**src/rtl/div_issue_pkg.sv**
```systemverilog
// Shared types and constants for the divide issue stage.
// Opcode values match funct3 of the M-extension divide group.
package div_issue_pkg;

    localparam int REG_W  = 32;
    localparam int ADDR_W = 5;

    typedef logic [REG_W-1:0]  reg_t;
    typedef logic [ADDR_W-1:0] raddr_t;
    typedef logic [2:0]        op_t;

    localparam op_t  INST_DIV  = 3'b100;
    localparam op_t  INST_DIVU = 3'b101;
    localparam op_t  INST_REM  = 3'b110;
    localparam op_t  INST_REMU = 3'b111;
    localparam reg_t ZERO_WORD = '0;

    localparam int IDLE_B   = 0;
    localparam int WAIT_B   = 1;
    localparam int DONE_B   = 2;
    localparam int CANCEL_B = 3;

    typedef enum logic [3:0] {
        S_IDLE   = 4'b0001,
        S_WAIT   = 4'b0010,
        S_DONE   = 4'b0100,
        S_CANCEL = 4'b1000
    } state_e;

    typedef struct packed {
        op_t    op;
        reg_t   dividend;
        reg_t   divisor;
        raddr_t waddr;
    } div_req_t;

endpackage

```
**src/rtl/div_issue_if.sv**
```systemverilog
// Handshake bundle between the issue stage and the divider.
// master = issue side, slave = divider side.
interface div_issue_if;
    import div_issue_pkg::*;

    logic   div_start_o;
    reg_t   div_dividend_o;
    reg_t   div_divisor_o;
    op_t    div_op_o;
    raddr_t div_reg_waddr_o;
    reg_t   div_result_i;
    logic   div_ready_i;
    logic   div_busy_i;

    modport master (
        output div_start_o,
        output div_dividend_o,
        output div_divisor_o,
        output div_op_o,
        output div_reg_waddr_o,
        input  div_result_i,
        input  div_ready_i,
        input  div_busy_i
    );

    modport slave (
        input  div_start_o,
        input  div_dividend_o,
        input  div_divisor_o,
        input  div_op_o,
        input  div_reg_waddr_o,
        output div_result_i,
        output div_ready_i,
        output div_busy_i
    );

endinterface

```
**src/rtl/div_issue.sv**
```systemverilog
// Issues one divide to the external divider, stalls EX meanwhile,
// and writes the quotient/remainder back for a single cycle.
module div_issue
    import div_issue_pkg::*;
(
    input  logic         clk,
    input  logic         rst,
    input  logic         req_i,
    input  op_t          op_i,
    input  reg_t         reg1_rdata_i,
    input  reg_t         reg2_rdata_i,
    input  raddr_t       reg_waddr_i,
    input  logic         flush_i,
    div_issue_if.master  div,
    output logic         hold_o,
    output logic         reg_we_o,
    output raddr_t       reg_waddr_o,
    output reg_t         reg_wdata_o
);

    state_e   state_q, state_d;
    div_req_t req_q, req_d;
    reg_t     result_q, result_d;

    logic st_idle, st_wait, st_done, st_cancel;
    logic capture, finish;

    assign st_idle   = state_q[IDLE_B];
    assign st_wait   = state_q[WAIT_B];
    assign st_done   = state_q[DONE_B];
    assign st_cancel = state_q[CANCEL_B];

    assign capture = st_idle & req_i & ~flush_i;
    assign finish  = st_wait & div.div_ready_i & ~flush_i;

    always_ff @(posedge clk or negedge rst) begin
        if (!rst) begin
            state_q <= S_IDLE;
        end else begin
            state_q <= state_d;
        end
    end

    // Flush outranks a same-cycle ready: the result is dropped.
    always_comb begin
        state_d = state_q;
        unique case (1'b1)
            state_q[IDLE_B]: begin
                if (req_i && !flush_i) state_d = S_WAIT;
            end
            state_q[WAIT_B]: begin
                if (flush_i)               state_d = S_CANCEL;
                else if (div.div_ready_i)  state_d = S_DONE;
            end
            state_q[DONE_B]: begin
                state_d = S_IDLE;
            end
            state_q[CANCEL_B]: begin
                if (!div.div_busy_i) state_d = S_IDLE;
            end
            default: state_d = S_IDLE;
        endcase
    end

    always_comb begin
        req_d    = req_q;
        result_d = result_q;
        if (capture) begin
            req_d.op       = op_i;
            req_d.dividend = reg1_rdata_i;
            req_d.divisor  = reg2_rdata_i;
            req_d.waddr    = reg_waddr_i;
        end
        if (finish) result_d = div.div_result_i;
    end

    always_ff @(posedge clk or negedge rst) begin
        if (!rst) begin
            req_q    <= '0;
            result_q <= ZERO_WORD;
        end else begin
            req_q    <= req_d;
            result_q <= result_d;
        end
    end

    // Start drops combinationally on ready so the divider cannot relaunch.
    always_comb begin
        div.div_start_o     = 1'b0;
        div.div_dividend_o  = ZERO_WORD;
        div.div_divisor_o   = ZERO_WORD;
        div.div_op_o        = '0;
        div.div_reg_waddr_o = '0;
        hold_o              = 1'b0;
        reg_we_o            = 1'b0;
        reg_waddr_o         = '0;
        reg_wdata_o         = ZERO_WORD;
        unique case (1'b1)
            st_idle: begin
                hold_o = rst & req_i & ~flush_i;
            end
            st_wait: begin
                div.div_start_o     = ~div.div_ready_i & ~flush_i;
                div.div_dividend_o  = req_q.dividend;
                div.div_divisor_o   = req_q.divisor;
                div.div_op_o        = req_q.op;
                div.div_reg_waddr_o = req_q.waddr;
                hold_o              = 1'b1;
            end
            st_done: begin
                reg_we_o    = 1'b1;
                reg_waddr_o = req_q.waddr;
                reg_wdata_o = result_q;
            end
            st_cancel: begin
                hold_o = req_i;
            end
            default: ;
        endcase
    end

endmodule

```
**src/flat_wrapper.sv**
```systemverilog
// flat-port wrapper written by rule: the top's interface ports become plain ports
module div_issue_flat import div_issue_pkg::*;
  (clk, rst, req_i, op_i, reg1_rdata_i, reg2_rdata_i, reg_waddr_i, flush_i, hold_o, reg_we_o, reg_waddr_o, reg_wdata_o, div_div_start_o, div_div_dividend_o, div_div_divisor_o, div_div_op_o, div_div_reg_waddr_o, div_div_result_i, div_div_ready_i, div_div_busy_i);
  div_issue_if div_i ();
  input  logic clk;
  input  logic rst;
  input  logic req_i;
  input  op_t op_i;
  input  reg_t reg1_rdata_i;
  input  reg_t reg2_rdata_i;
  input  raddr_t reg_waddr_i;
  input  logic flush_i;
  output logic hold_o;
  output logic reg_we_o;
  output raddr_t reg_waddr_o;
  output reg_t reg_wdata_o;
  output wire logic [$bits(div_i.div_start_o)-1:0] div_div_start_o;
  output wire logic [$bits(div_i.div_dividend_o)-1:0] div_div_dividend_o;
  output wire logic [$bits(div_i.div_divisor_o)-1:0] div_div_divisor_o;
  output wire logic [$bits(div_i.div_op_o)-1:0] div_div_op_o;
  output wire logic [$bits(div_i.div_reg_waddr_o)-1:0] div_div_reg_waddr_o;
  input wire logic [$bits(div_i.div_result_i)-1:0] div_div_result_i;
  input wire logic [$bits(div_i.div_ready_i)-1:0] div_div_ready_i;
  input wire logic [$bits(div_i.div_busy_i)-1:0] div_div_busy_i;
  assign div_div_start_o = div_i.div_start_o;
  assign div_div_dividend_o = div_i.div_dividend_o;
  assign div_div_divisor_o = div_i.div_divisor_o;
  assign div_div_op_o = div_i.div_op_o;
  assign div_div_reg_waddr_o = div_i.div_reg_waddr_o;
  assign div_i.div_result_i = div_div_result_i;
  assign div_i.div_ready_i = div_div_ready_i;
  assign div_i.div_busy_i = div_div_busy_i;
  div_issue u_core (.clk(clk), .rst(rst), .req_i(req_i), .op_i(op_i), .reg1_rdata_i(reg1_rdata_i), .reg2_rdata_i(reg2_rdata_i), .reg_waddr_i(reg_waddr_i), .flush_i(flush_i), .div(div_i), .hold_o(hold_o), .reg_we_o(reg_we_o), .reg_waddr_o(reg_waddr_o), .reg_wdata_o(reg_wdata_o));
endmodule
```
**config.mk**
```make
export PLATFORM = sky130hd
export DESIGN_NAME = div_issue_flat
export DESIGN_NICKNAME = d
export VERILOG_FILES = /design/src/rtl/div_issue_pkg.sv /design/src/rtl/div_issue_if.sv /design/src/rtl/div_issue.sv /design/src/flat_wrapper.sv
export SDC_FILE = /design/constraint.sdc
export NUM_CORES = 1
export LEC_CHECK = 0
export ABC_AREA = 1
export BUFFER_PORTS_ARGS = -buffer_cell sky130_fd_sc_hd__buf_2
export CAP_MARGIN = 10
export CELL_PAD_IN_SITES_DETAIL_PLACEMENT = 0
export CELL_PAD_IN_SITES_GLOBAL_PLACEMENT = 1
export CORE_MARGIN = 3
export CORE_UTILIZATION = 25
export CTS_BUF_LIST = sky130_fd_sc_hd__clkbuf_2 sky130_fd_sc_hd__clkbuf_4 sky130_fd_sc_hd__clkbuf_8
export DETAILED_ROUTE_END_ITERATION = 8
export PLACE_DENSITY_LB_ADDON = 0.1
export SYNTH_ARGS = -nofsm -noshare
export SYNTH_HDL_FRONTEND = slang
export SYNTH_SLANG_ARGS = --single-unit
```
**constraint.sdc**
```tcl
create_clock -name clk -period 1.3 [get_ports clk]
set_input_delay 0.13 -clock clk [delete_from_list [all_inputs] [get_ports clk]]
set_output_delay 0.13 -clock clk [all_outputs]
set_load 0.03 [all_outputs]
```
==> results of run 1 <==
[what timing repair did]
action / 4_1_cts / 5_1_grt
pin swaps: 2 / 0
cloned: 0 / 11
setup endpoints to repair: 112 / 208
endpoints found under the hold margin: 213 / 0
setup buffers: 4 / 3
gates resized for setup: 95 / 180
hold buffers: 107 / 0
[cells in the final DEF (no fill, tap or decap), drive strengths merged, types with 2 or more instances in the layout]
| cell | instances |
|---|---|
| buf | 237 |
| clkbuf | 23 |
| clkinv | 2 |
| clkinvlp | 2 |
| dfrtp | 107 |
| dlygate4sd3 | 107 |
| inv | 186 |
| nand2 | 287 |
| nand3 | 4 |
| o21ai | 73 |
[final cells by class]
class | count | share of cell area, %
clock buffer | 11 | 1.76
tap | 265 | 3.85
multi-input combinational | 368 | 17.9
clock inverter | 4 | 0.291
sequential | 108 | 31.4
timing repair buffer | 356 | 36.6
inverter | 186 | 8.11
[worst register-to-register path, cell delays in order, from the launching register on]
cell and delay, ns:
dfstp_2 0.57, nand3_4 0.09, buf_12 0.17, clkbuf_16 0.20, nand2_1 0.06, o21ai_0 0.07
[worst min-delay path by stage]
stage	end	slack, ns	depth (start not counted)
2_1_floorplan	u_core.req_q[0]$_DFFE_PN0P_	-0.17	0
3_3_place_gp	u_core.req_q[20]$_DFFE_PN0P_	0.29	2
3_5_place_dp	u_core.req_q[20]$_DFFE_PN0P_	0.29	2
4_1_cts	u_core.state_q[1]$_DFF_PN0_	0.007	4
5_1_grt	u_core.state_q[1]$_DFF_PN0_	0.14	5
6_report	u_core.state_q[0]$_DFF_PN1_	0.12	4
[stage by stage]
stage	hold WS, ns	power [W]	setup WS, ns	instances	setup TNS, ns
finish	0.120	0.0130	-0.214	1298	-20.01
global route	0.137	0.0141	-0.315	1298	-30.20
CTS	0.00678	0.0126	-0.259	1286	-24.33
detailed placement	0.287	0.00991	0.0775	1160	0
global placement	0.294	0.00987	0.110	1160	0
floorplan	-0.166	0.00854	0.0785	696	0
[sequential cells by signal (all words and copies together) (netlist names)]
| register | cells |
|---|---|
| u_core.req_q | 72 |
| u_core.result_q | 32 |
| u_core.state_q | 4 |
[kinds of logic after synthesis]
family	after synthesis
buf+inv	220
compound gates	74
simple gates	294
flops	108
[cells in the mapped netlist]
library cell / instances / area, µm²
dfrtp_1: 107 / 2680
nor2_1: 1 / 3.75
a21oi_1: 1 / 5.00
nand3_1: 3 / 15.0
nand3b_1: 1 / 7.51
inv_2: 2 / 7.51
dfstp_2: 1 / 26.3
buf_2: 18 / 90.1
buf_4: 3 / 22.5
o21ai_0: 33 / 165
nand2_1: 287 / 1080
clkbuf_1: 6 / 22.5
nand3_2: 1 / 10.0
inv_1: 184 / 691
o21ai_1: 40 / 200
nor3_1: 1 / 5.00
clkbuf_2: 1 / 5.00
buf_6: 6 / 67.6
[routing by layer]
| metal | share of wire [%] | vias to the layer above | track usage (%) |
|---|---|---|---|
| li1 | - | 2627 | - |
| met1 | 48 | 2358 | 19.0 |
| met2 | 46 | 138 | 24.3 |
| met3 | 5.0 | 9 | 3.22 |
| met4 | 0.91 | 0 | 3.43 |
| met5 | 0 | - | 0 |
[power by group through the flow]
stage	combinational [W]	sequential, W	clock (W)
6_report	0.00523	0.00579	0.00199
3_5_place_dp	0.00411	0.00581	0
2_1_floorplan	0.00295	0.00560	0
5_1_grt	0.00586	0.00599	0.00223
3_3_place_gp	0.00409	0.00578	0
4_1_cts	0.00472	0.00575	0.00212
==> flow_summary.ini, run 1 <==
[worst_setup_path]
crit_path_max_incr_delay_ns = 0.46
worst_setup_path_end_kind = primary output
crit_slowest_cell = dfrtp_2
crit_cells = 4
cp_num_buf_inv = 3
critical-path-top-delay-family = flip-flops
crit_path_end = div_div_op_o[2]
cp_max_fo = 36
crit_chain = buf_12, nand2_1, inv_1, buf_4
rrSetupSlack_ns = 0.05
worstPathArrival_ns = 1.38
timing.rr.end = u_core.req_q[46]$_DFFE_PN0P_
startpoint = u_core.state_q[1]$_DFF_PN0_
cp-start-kind = flip-flop
r2r_cells = 5
crit_type = reg -> out
cp.required_ns = 1.17
r2r_start = u_core.state_q[0]$_DFF_PN1_

[flow_run]
drv_cap = 0

[synth]
synth_top_family_by_area = simple AND/OR/NAND/NOR gates
synthSimpleGateAreaFrac_pct = 21.9
synthAdderAreaFrac_pct = 0
synthXorXnorAreaFrac_pct = 0
avgSynthCellArea_um2 = 7.33
syn-num-nets = 806
yosys_register_bits = 108
syn_inst = 696
yosysWarnings = 0
syn_area_mm2 = 0.00510
synth_cell_types = 18
synth-compound-area-share_pct = 7.26
yosysSeqAreaShare_pct = 53.0
synthMuxAreaShare_pct = 0

[clocking]
clkTransAtPathRegs_ns = 0.10
cts_root_buf = clkbuf_8
insertion_delay_ns = 0.38
cts.path.max_buffers = 2
clock-sinks = 108
cts_tree = built
cts_buffers = 9
htree_levels = 3

[route]
firstDrtPassIters = 5
num_vias = 5132
ant_nets = 0
wirelength_um = 17500
dr.first_iter.drc_count = 188
drc = 0
viasPerCell = 3.95
wl_per_cell_um = 13.5

[power_and_ir_drop]
swShare_pct = 38.6
p_per_area_mw_per_mm2 = 1510
power.share.sequential_pct = 44.5
comb_power_share_pct = 40.2
p_leak_nw = 5.31
power.internal_w = 0.00799
p_sw_w = 0.00503
p_clk_share_pct = 15.3
vdd_drop_max_mv = 0.615

[floorplanning]
die_h_um = 149
io_pins = 222
core_mm2 = 0.0197
fp.dieW_um = 149
rows = 51
start_util_pct = 25.9
fp.dieArea_mm2 = 0.0221

[status]
violations = negative setup slack
outcome = complete, but fails checks

[sta]
slew_headroom_pct = 55.1
hold_viol_final = 0
finalCriticalPeriod_ns = 1.51
tightest_slew_ns = 0.673
final.period_utilization_pct = 116
timing.fmax_mhz = 660
clock_skew_ns = 0.00605
rsz0062_at_grt = true
setup_ws_ns = -0.214
slew_violations = 0
setup_viol = 112

[final_layout]
fillers = 2065
multi_input_area_mm2 = 0.00154
utilization_pct = 43.7
drive_above_1_share_pct = 30.4
syn2layout_area_growth_pct = 68.8
nNetsFinal = 1139
num_antenna_cells = 0
design_area_mm2 = 0.00861
regArea_mm2 = 0.00271

[place]
dp_hpwl_um = 10300
place_congestion = 0.703
port-buffer-count = 221
post_dp_cell_area_mm2 = 0.00651

[grt]
antenna_found_initial = 0
grt_overflow_total = 0
grt_pass1_wl_um = 25700
grt_max_degree = 109
track_usage_pct = 14.4
grt_pass1_vias = 5263

[min_path]
worstHoldStart = req_i
worstHoldPathType = in -> reg
(Power assumes the default switching activity.)
==> run 2, diff against run 1 <==
Settings changed: ABC_AREA 1 to 0, SLEW_MARGIN set to 20.
==> run 2 against run 1 <==
- the flow still finishes with violations (negative setup slack)
- sequential share of layout area fell by 2.1 points
- die area rose by 1.5%
- flip-flop and latch count did not move
==> flow_summary.ini, run 2 <==
[synth]
synth_edf_count = 0
ys_dominant_reg_cell = dfrtp_1
yosysTopAreaCell = dfrtp_1
synthXorXnorAreaFrac_pct = 0
yosysWarnings = 0
synth_top_family_by_area = multiplexers
yosysSeqAreaShare_pct = 52.2
synthArstFlopShare_pct = 100
synth_most_common_cell = and2_1
syn-num-nets = 473
avgSynthCellArea_um2 = 14.3
yosys_register_bits = 108
synth-compound-area-share_pct = 0.822
syn_inst = 363
yosys.area.top_type_share_pct = 51.7
synth_cell_types = 21
yosys-top-cells-count = 109 x and2_1, 107 x dfrtp_1, 70 x mux2_4, 34 x mux2_2, 12 x clkbuf_1
synthMuxAreaShare_pct = 27.7
synthTopCellsByArea = dfrtp_1 52%, mux2_4 20%, and2_1 13%
synthSimpleGateAreaFrac_pct = 15.1
synthAdderAreaFrac_pct = 0
syn_area_mm2 = 0.00518

[power_and_ir_drop]
p_leak_nw = 4.67
comb_power_share_pct = 48.5
p_sw_w = 0.00514
power.internal_w = 0.0105
power.share.sequential_pct = 37.8
p_per_area_mw_per_mm2 = 1700
vdd_drop_max_mv = 0.697
swShare_pct = 32.8
p_clk_share_pct = 13.8

[clocking]
clock-sinks = 108
htree_levels = 3
cts_tree = built
cts_root_buf = clkbuf_8
clkTransAtPathRegs_ns = 0.10
insertion_delay_ns = 0.37
cts_buffers = 9
cts.path.max_buffers = 2

[final_layout]
regMostFlops = u_core.req_q
largest_reg_flops = 72
final_cell_mix = 125 x buf_2, 106 x dlygate4sd3_1, 105 x dfrtp_1
nNetsFinal = 830
reg_top3 = u_core.req_q (72), u_core.result_q (32), u_core.state_q (4)
multi_input_area_mm2 = 0.00255
syn2layout_area_growth_pct = 78.2
finalNonFillerCells = 995
layout_commonest_cell = buf_2
regArea_mm2 = 0.00271
fillers = 1858
num_antenna_cells = 0
drive_above_1_share_pct = 66.3

[sta]
clock_skew_ns = 0.00806
setup_tns_ns = -31.69
finalCriticalPeriod_ns = 1.61
rsz0062_at_grt = true
setup_viol = 216
tightest_slew_ns = 0.502
slew_headroom_pct = 66.6
slew_violations = 0
final.period_utilization_pct = 124
hold_viol_final = 0
timing.fmax_mhz = 622
setup_ws_ns = -0.307

[worst_setup_path]
crit_type = reg -> out
cp-start-kind = flip-flop
cp.required_ns = 1.17
worst_setup_path_end_kind = primary output
worstPathArrival_ns = 1.48
cp_max_fo = 17

[floorplanning]
fp.dieW_um = 150
start_util_pct = 25.5
die_h_um = 150
core_mm2 = 0.0203
rows = 52
fp.dieArea_mm2 = 0.0225
io_pins = 222

[flow_run]
drv_cap = 0

[route]
viasPerCell = 4.09
firstDrtPassIters = 4
dr.first_iter.drc_count = 93
ant_nets = 0
wl_per_cell_um = 16.1
num_vias = 4068
wirelength_um = 16000
drc = 0

[grt]
antenna_found_initial = 0
grt_max_degree = 90
track_usage_pct = 13.8
grt_pass1_wl_um = 24000
grt_pass1_vias = 4426
grt_overflow_total = 0

[min_path]
worstHoldPathType = in -> reg

[place]
port-buffer-count = 221
place_congestion = 0.680
dp_hpwl_um = 9950
dp.cells = 850

[status]
violations = negative setup slack
outcome = complete, but fails checks
[run 2: cell count changes after synthesis, sizes merged, moves of 3 or more]
cell	before	now
nand3	4	1
o21ai	73	1
and2	0	109
nand2	287	7
clkbuf	7	12
mux2	0	104
buf	27	11
inv	186	0
[run 2: path summary, 6_finish.rpt]
path / from / to / slack, ns / cells past startpoint
min: req_i / u_core.state_q[0]$_DFF_PN1_ / 0.15 / 5
max in group asynchronous: rst / u_core.state_q[2]$_DFFE_PN0P_ / 0.37 / 3
min reg2reg: u_core.req_q[47]$_DFFE_PN0P_ / u_core.req_q[47]$_DFFE_PN0P_ / 0.51 / 1
min in group asynchronous: rst / u_core.req_q[11]$_DFFE_PN0P_ / 0.47 / 3
max: u_core.state_q[1]$_DFF_PN0_ / div_div_divisor_o[14] / -0.31 / 4
max reg2reg: u_core.state_q[0]$_DFF_PN1_ / u_core.req_q[58]$_DFFE_PN0P_ / -0.17 / 5
[run 2: power by group through the flow]
stage / clock, W / sequential (W) / combinational [W]
2_1_floorplan: 0 / 0.00555 / 0.00447
3_3_place_gp: 0 / 0.00583 / 0.00559
3_5_place_dp: 0 / 0.00584 / 0.00571
4_1_cts: 0.00228 / 0.00584 / 0.00703
5_1_grt: 0.00242 / 0.00612 / 0.00805
6_report: 0.00215 / 0.00591 / 0.00759
[run 2: worst max-delay path, stage by stage (launching register included)]
cell,delay [ns]
dfrtp_2,0.47
buf_12,0.15
buf_12,0.14
and2_2,0.17
buf_2,0.17
[run 2: stage by stage]
step,hold slack [ns],setup slack [ns],cell area [µm²],power (W),utilization [%]
after floorplan,-0.166,-0.0135,5270,0.0100,-
after global placement,0.199,-0.0217,6780,0.0114,33.4
after detailed placement,0.199,-0.0383,6780,0.0115,33.4
after CTS,0.114,-0.315,8810,0.0151,43.4
after global routing,0.153,-0.391,9230,0.0166,45.5
final,0.151,-0.307,9230,0.0156,45.5
[run 2: logic make-up (layout without fill, tap and decap cells)]
logic type / after synthesis / count (layout)
multiplexers: 104 / 104
AO/OA/AOI/OAI: 6 / 6
buffers and inverters: 23 / 384
AND/OR/NAND/NOR: 122 / 123
flip-flops: 108 / 108
[run 2: cell type report]
type | instances | share of cell area (%)
Clock inverter | 4 | 0.542
Timing Repair Buffer | 368 | 37.2
Clock buffer | 12 | 1.59
Sequential cell | 108 | 29.3
Tap cell | 270 | 3.66
Multi-Input combinational cell | 233 | 27.7
[run 2: what timing repair did]
item                                   CTS  global route
setup endpoints to repair              179           185
hold buffers                           106             0
setup buffers                            8             7
endpoints found under the hold margin  212             0
pin swaps                                1             0
gates cloned                             8             5
gates resized for setup                176           117
[run 2: layer usage]
metal | wire, µm | GRT usage (%) | up-vias | share of wire (%)
li1 | - | - | 1913 | -
met1 | 6950 | 17.1 | 2010 | 43
met2 | 7800 | 23.0 | 135 | 49
met3 | 1100 | 4.91 | 10 | 6.9
met4 | 157 | 3.06 | 0 | 0.98
met5 | 0 | 0 | - | 0
==> run 3, diff against run 2 <==
Settings changed: SLEW_MARGIN 20 to not set.
Clock period 1.3 ns to 1.6 ns, I/O delays scaled along.
==> run 3 against run 2 <==
- the flow still finishes with violations (negative setup slack)
- first-iteration DRC count up 56%
- clock power decreased by 14%
- sequential power down 19%
- final cell count is 2.4% lower
- worst hold slack lost 0.12 ns
- wire length fell by 4.9%
- flip-flop and latch count is the same
- sequential share of layout area increased by 2.1 points
- critical endpoint is now div_div_divisor_o[3]
==> flow_summary.ini, run 3 (synthesized netlist as in run 2, its figures left out) <==
[status]
outcome = complete, but fails checks
violations = negative setup slack

[route]
wl_per_cell_um = 15.7
wirelength_um = 15200
firstDrtPassIters = 4
viasPerCell = 4.04
num_vias = 3919
drc = 0
ant_nets = 0
dr.first_iter.drc_count = 145

[grt]
grt_pass1_vias = 4241
grt_max_degree = 109
grt_pass1_wl_um = 22500
grt_overflow_total = 0
antenna_found_initial = 0
track_usage_pct = 12.8

[clocking]
clkTransAtPathRegs_ns = 0.10
cts.path.max_buffers = 2
htree_levels = 3
cts_root_buf = clkbuf_8
cts_tree = built
insertion_delay_ns = 0.38
cts_buffers = 9
clock-sinks = 108

[power_and_ir_drop]
p_leak_nw = 4.36
p_sw_w = 0.00411
p_per_area_mw_per_mm2 = 1430
p_clk_share_pct = 15.1
power.total_w = 0.0123
vdd_drop_max_mv = 0.704
swShare_pct = 33.5
power.internal_w = 0.00816
power.share.sequential_pct = 39.1
comb_power_share_pct = 45.8

[floorplanning]
start_util_pct = 25.5
io_pins = 222
fp.dieW_um = 150
rows = 52
core_mm2 = 0.0203
fp.dieArea_mm2 = 0.0225
die_h_um = 150

[sta]
slew_headroom_pct = 60.3
hold_viol_final = 0
finalCriticalPeriod_ns = 1.62
setup_tns_ns = -0.393
tightest_slew_ns = 0.596
timing.fmax_mhz = 617
final.period_utilization_pct = 101
setup_viol = 36
slew_violations = 0
rsz0062_at_grt = true
setup_ws_ns = -0.0212
clock_skew_ns = 0.0158

[final_layout]
regArea_mm2 = 0.00271
nNetsFinal = 806
regMostFlops = u_core.req_q
drive_above_1_share_pct = 60.6
largest_reg_flops = 72
final_cell_mix = 153 x buf_2, 106 x dfrtp_1, 102 x dlygate4sd3_1
design_area_mm2 = 0.00859
syn2layout_area_growth_pct = 66.0
layout_commonest_cell = buf_2
multi_input_area_mm2 = 0.00241
num_antenna_cells = 0
fillers = 1925
reg_top3 = u_core.req_q (72), u_core.result_q (32), u_core.state_q (4)

[min_path]
worstHoldPathType = in -> reg

[worst_setup_path]
crit_chain = buf_12, clkbuf_16, and2_4, buf_6
crit_path_max_incr_delay_ns = 0.47
crit_type = reg -> out
worst_setup_path_end_kind = primary output
cp-start-kind = flip-flop
crit_slowest_cell = dfrtp_2
cp.required_ns = 1.44
cp_max_fo = 8
critical-path-top-delay-family = buffers and inverters
cp_num_buf_inv = 3
worstPathArrival_ns = 1.46

[flow_run]
drv_cap = 0

[place]
port-buffer-count = 221
post_dp_cell_area_mm2 = 0.00656
dp_hpwl_um = 9370
place_congestion = 0.736
==> run 3: final cells by class <==
type | instances | share of cell area (%)
clock buffer | 11 | 1.76
sequential | 108 | 31.5
multi-input combinational | 232 | 28.0
timing repair buffer | 345 | 34.0
clock inverter | 5 | 0.772
tap | 270 | 3.93
==> run 3: worst paths after layout <==
check / start / end / slack [ns] / depth (start not counted)
max reg2reg: u_core.state_q[0]$_DFF_PN1_ / u_core.req_q[2]$_DFFE_PN0P_ / 0.07 / 3
max in group asynchronous: rst / u_core.req_q[24]$_DFFE_PN0P_ / 0.69 / 3
max: u_core.state_q[1]$_DFF_PN0_ / div_div_divisor_o[3] / -0.02 / 4
min reg2reg: u_core.result_q[16]$_DFFE_PN0P_ / u_core.result_q[16]$_DFFE_PN0P_ / 0.51 / 1
min: div_div_result_i[19] / u_core.result_q[19]$_DFFE_PN0P_ / 0.03 / 2
min in group asynchronous: rst / u_core.result_q[20]$_DFFE_PN0P_ / 0.47 / 3
==> run 3: what timing repair did <==
item	in CTS	in global routing
hold endpoints to repair	207	1
pin swaps	1	3
hold buffers	101	1
cloned	1	6
setup endpoints to repair	72	73
gates resized for setup	125	74
setup buffers	5	1
==> run 3: power groups by stage <==
stage               sequential, W  clock, W  combinational, W
floorplan                 0.00451         0           0.00355
global placement          0.00474         0           0.00437
detailed placement        0.00474         0           0.00446
CTS                       0.00474   0.00195           0.00522
global route              0.00497   0.00206           0.00598
finish                    0.00479   0.00185           0.00563
==> run 3: worst reg2reg max path: stages, from the launching register on <==
cell and delay [ns]:
dfstp_2 0.65, nand2_8 0.20, buf_12 0.27, mux2_4 0.30
==> run 3: per-layer routing <==
metal	part of all wire [%]	wire length [µm]	global-route usage, %	vias to the layer above
li1	-	-	-	1867
met4	1.3	197	3.61	0
met1	44	6770	16.4	1910
met3	7.0	1070	4.06	9
met2	47	7190	20.7	133
met5	0	0	0	-
==> run 3: metrics by stage <==
| step | cells | utilization (%) | setup slack [ns] | hold slack (ns) |
|---|---|---|---|---|
| 3_3_place_gp | 841 | 32.3 | 0.0854 | 0.328 |
| 2_1_floorplan | 363 | - | 0.160 | -0.136 |
| 5_1_grt | 971 | 42.3 | -0.0832 | 0.00480 |
| 3_5_place_dp | 841 | 32.3 | 0.0526 | 0.333 |
| 4_1_cts | 964 | 40.5 | -0.0691 | 0.000250 |
| 6_report | 971 | 42.3 | -0.0212 | 0.0306 |
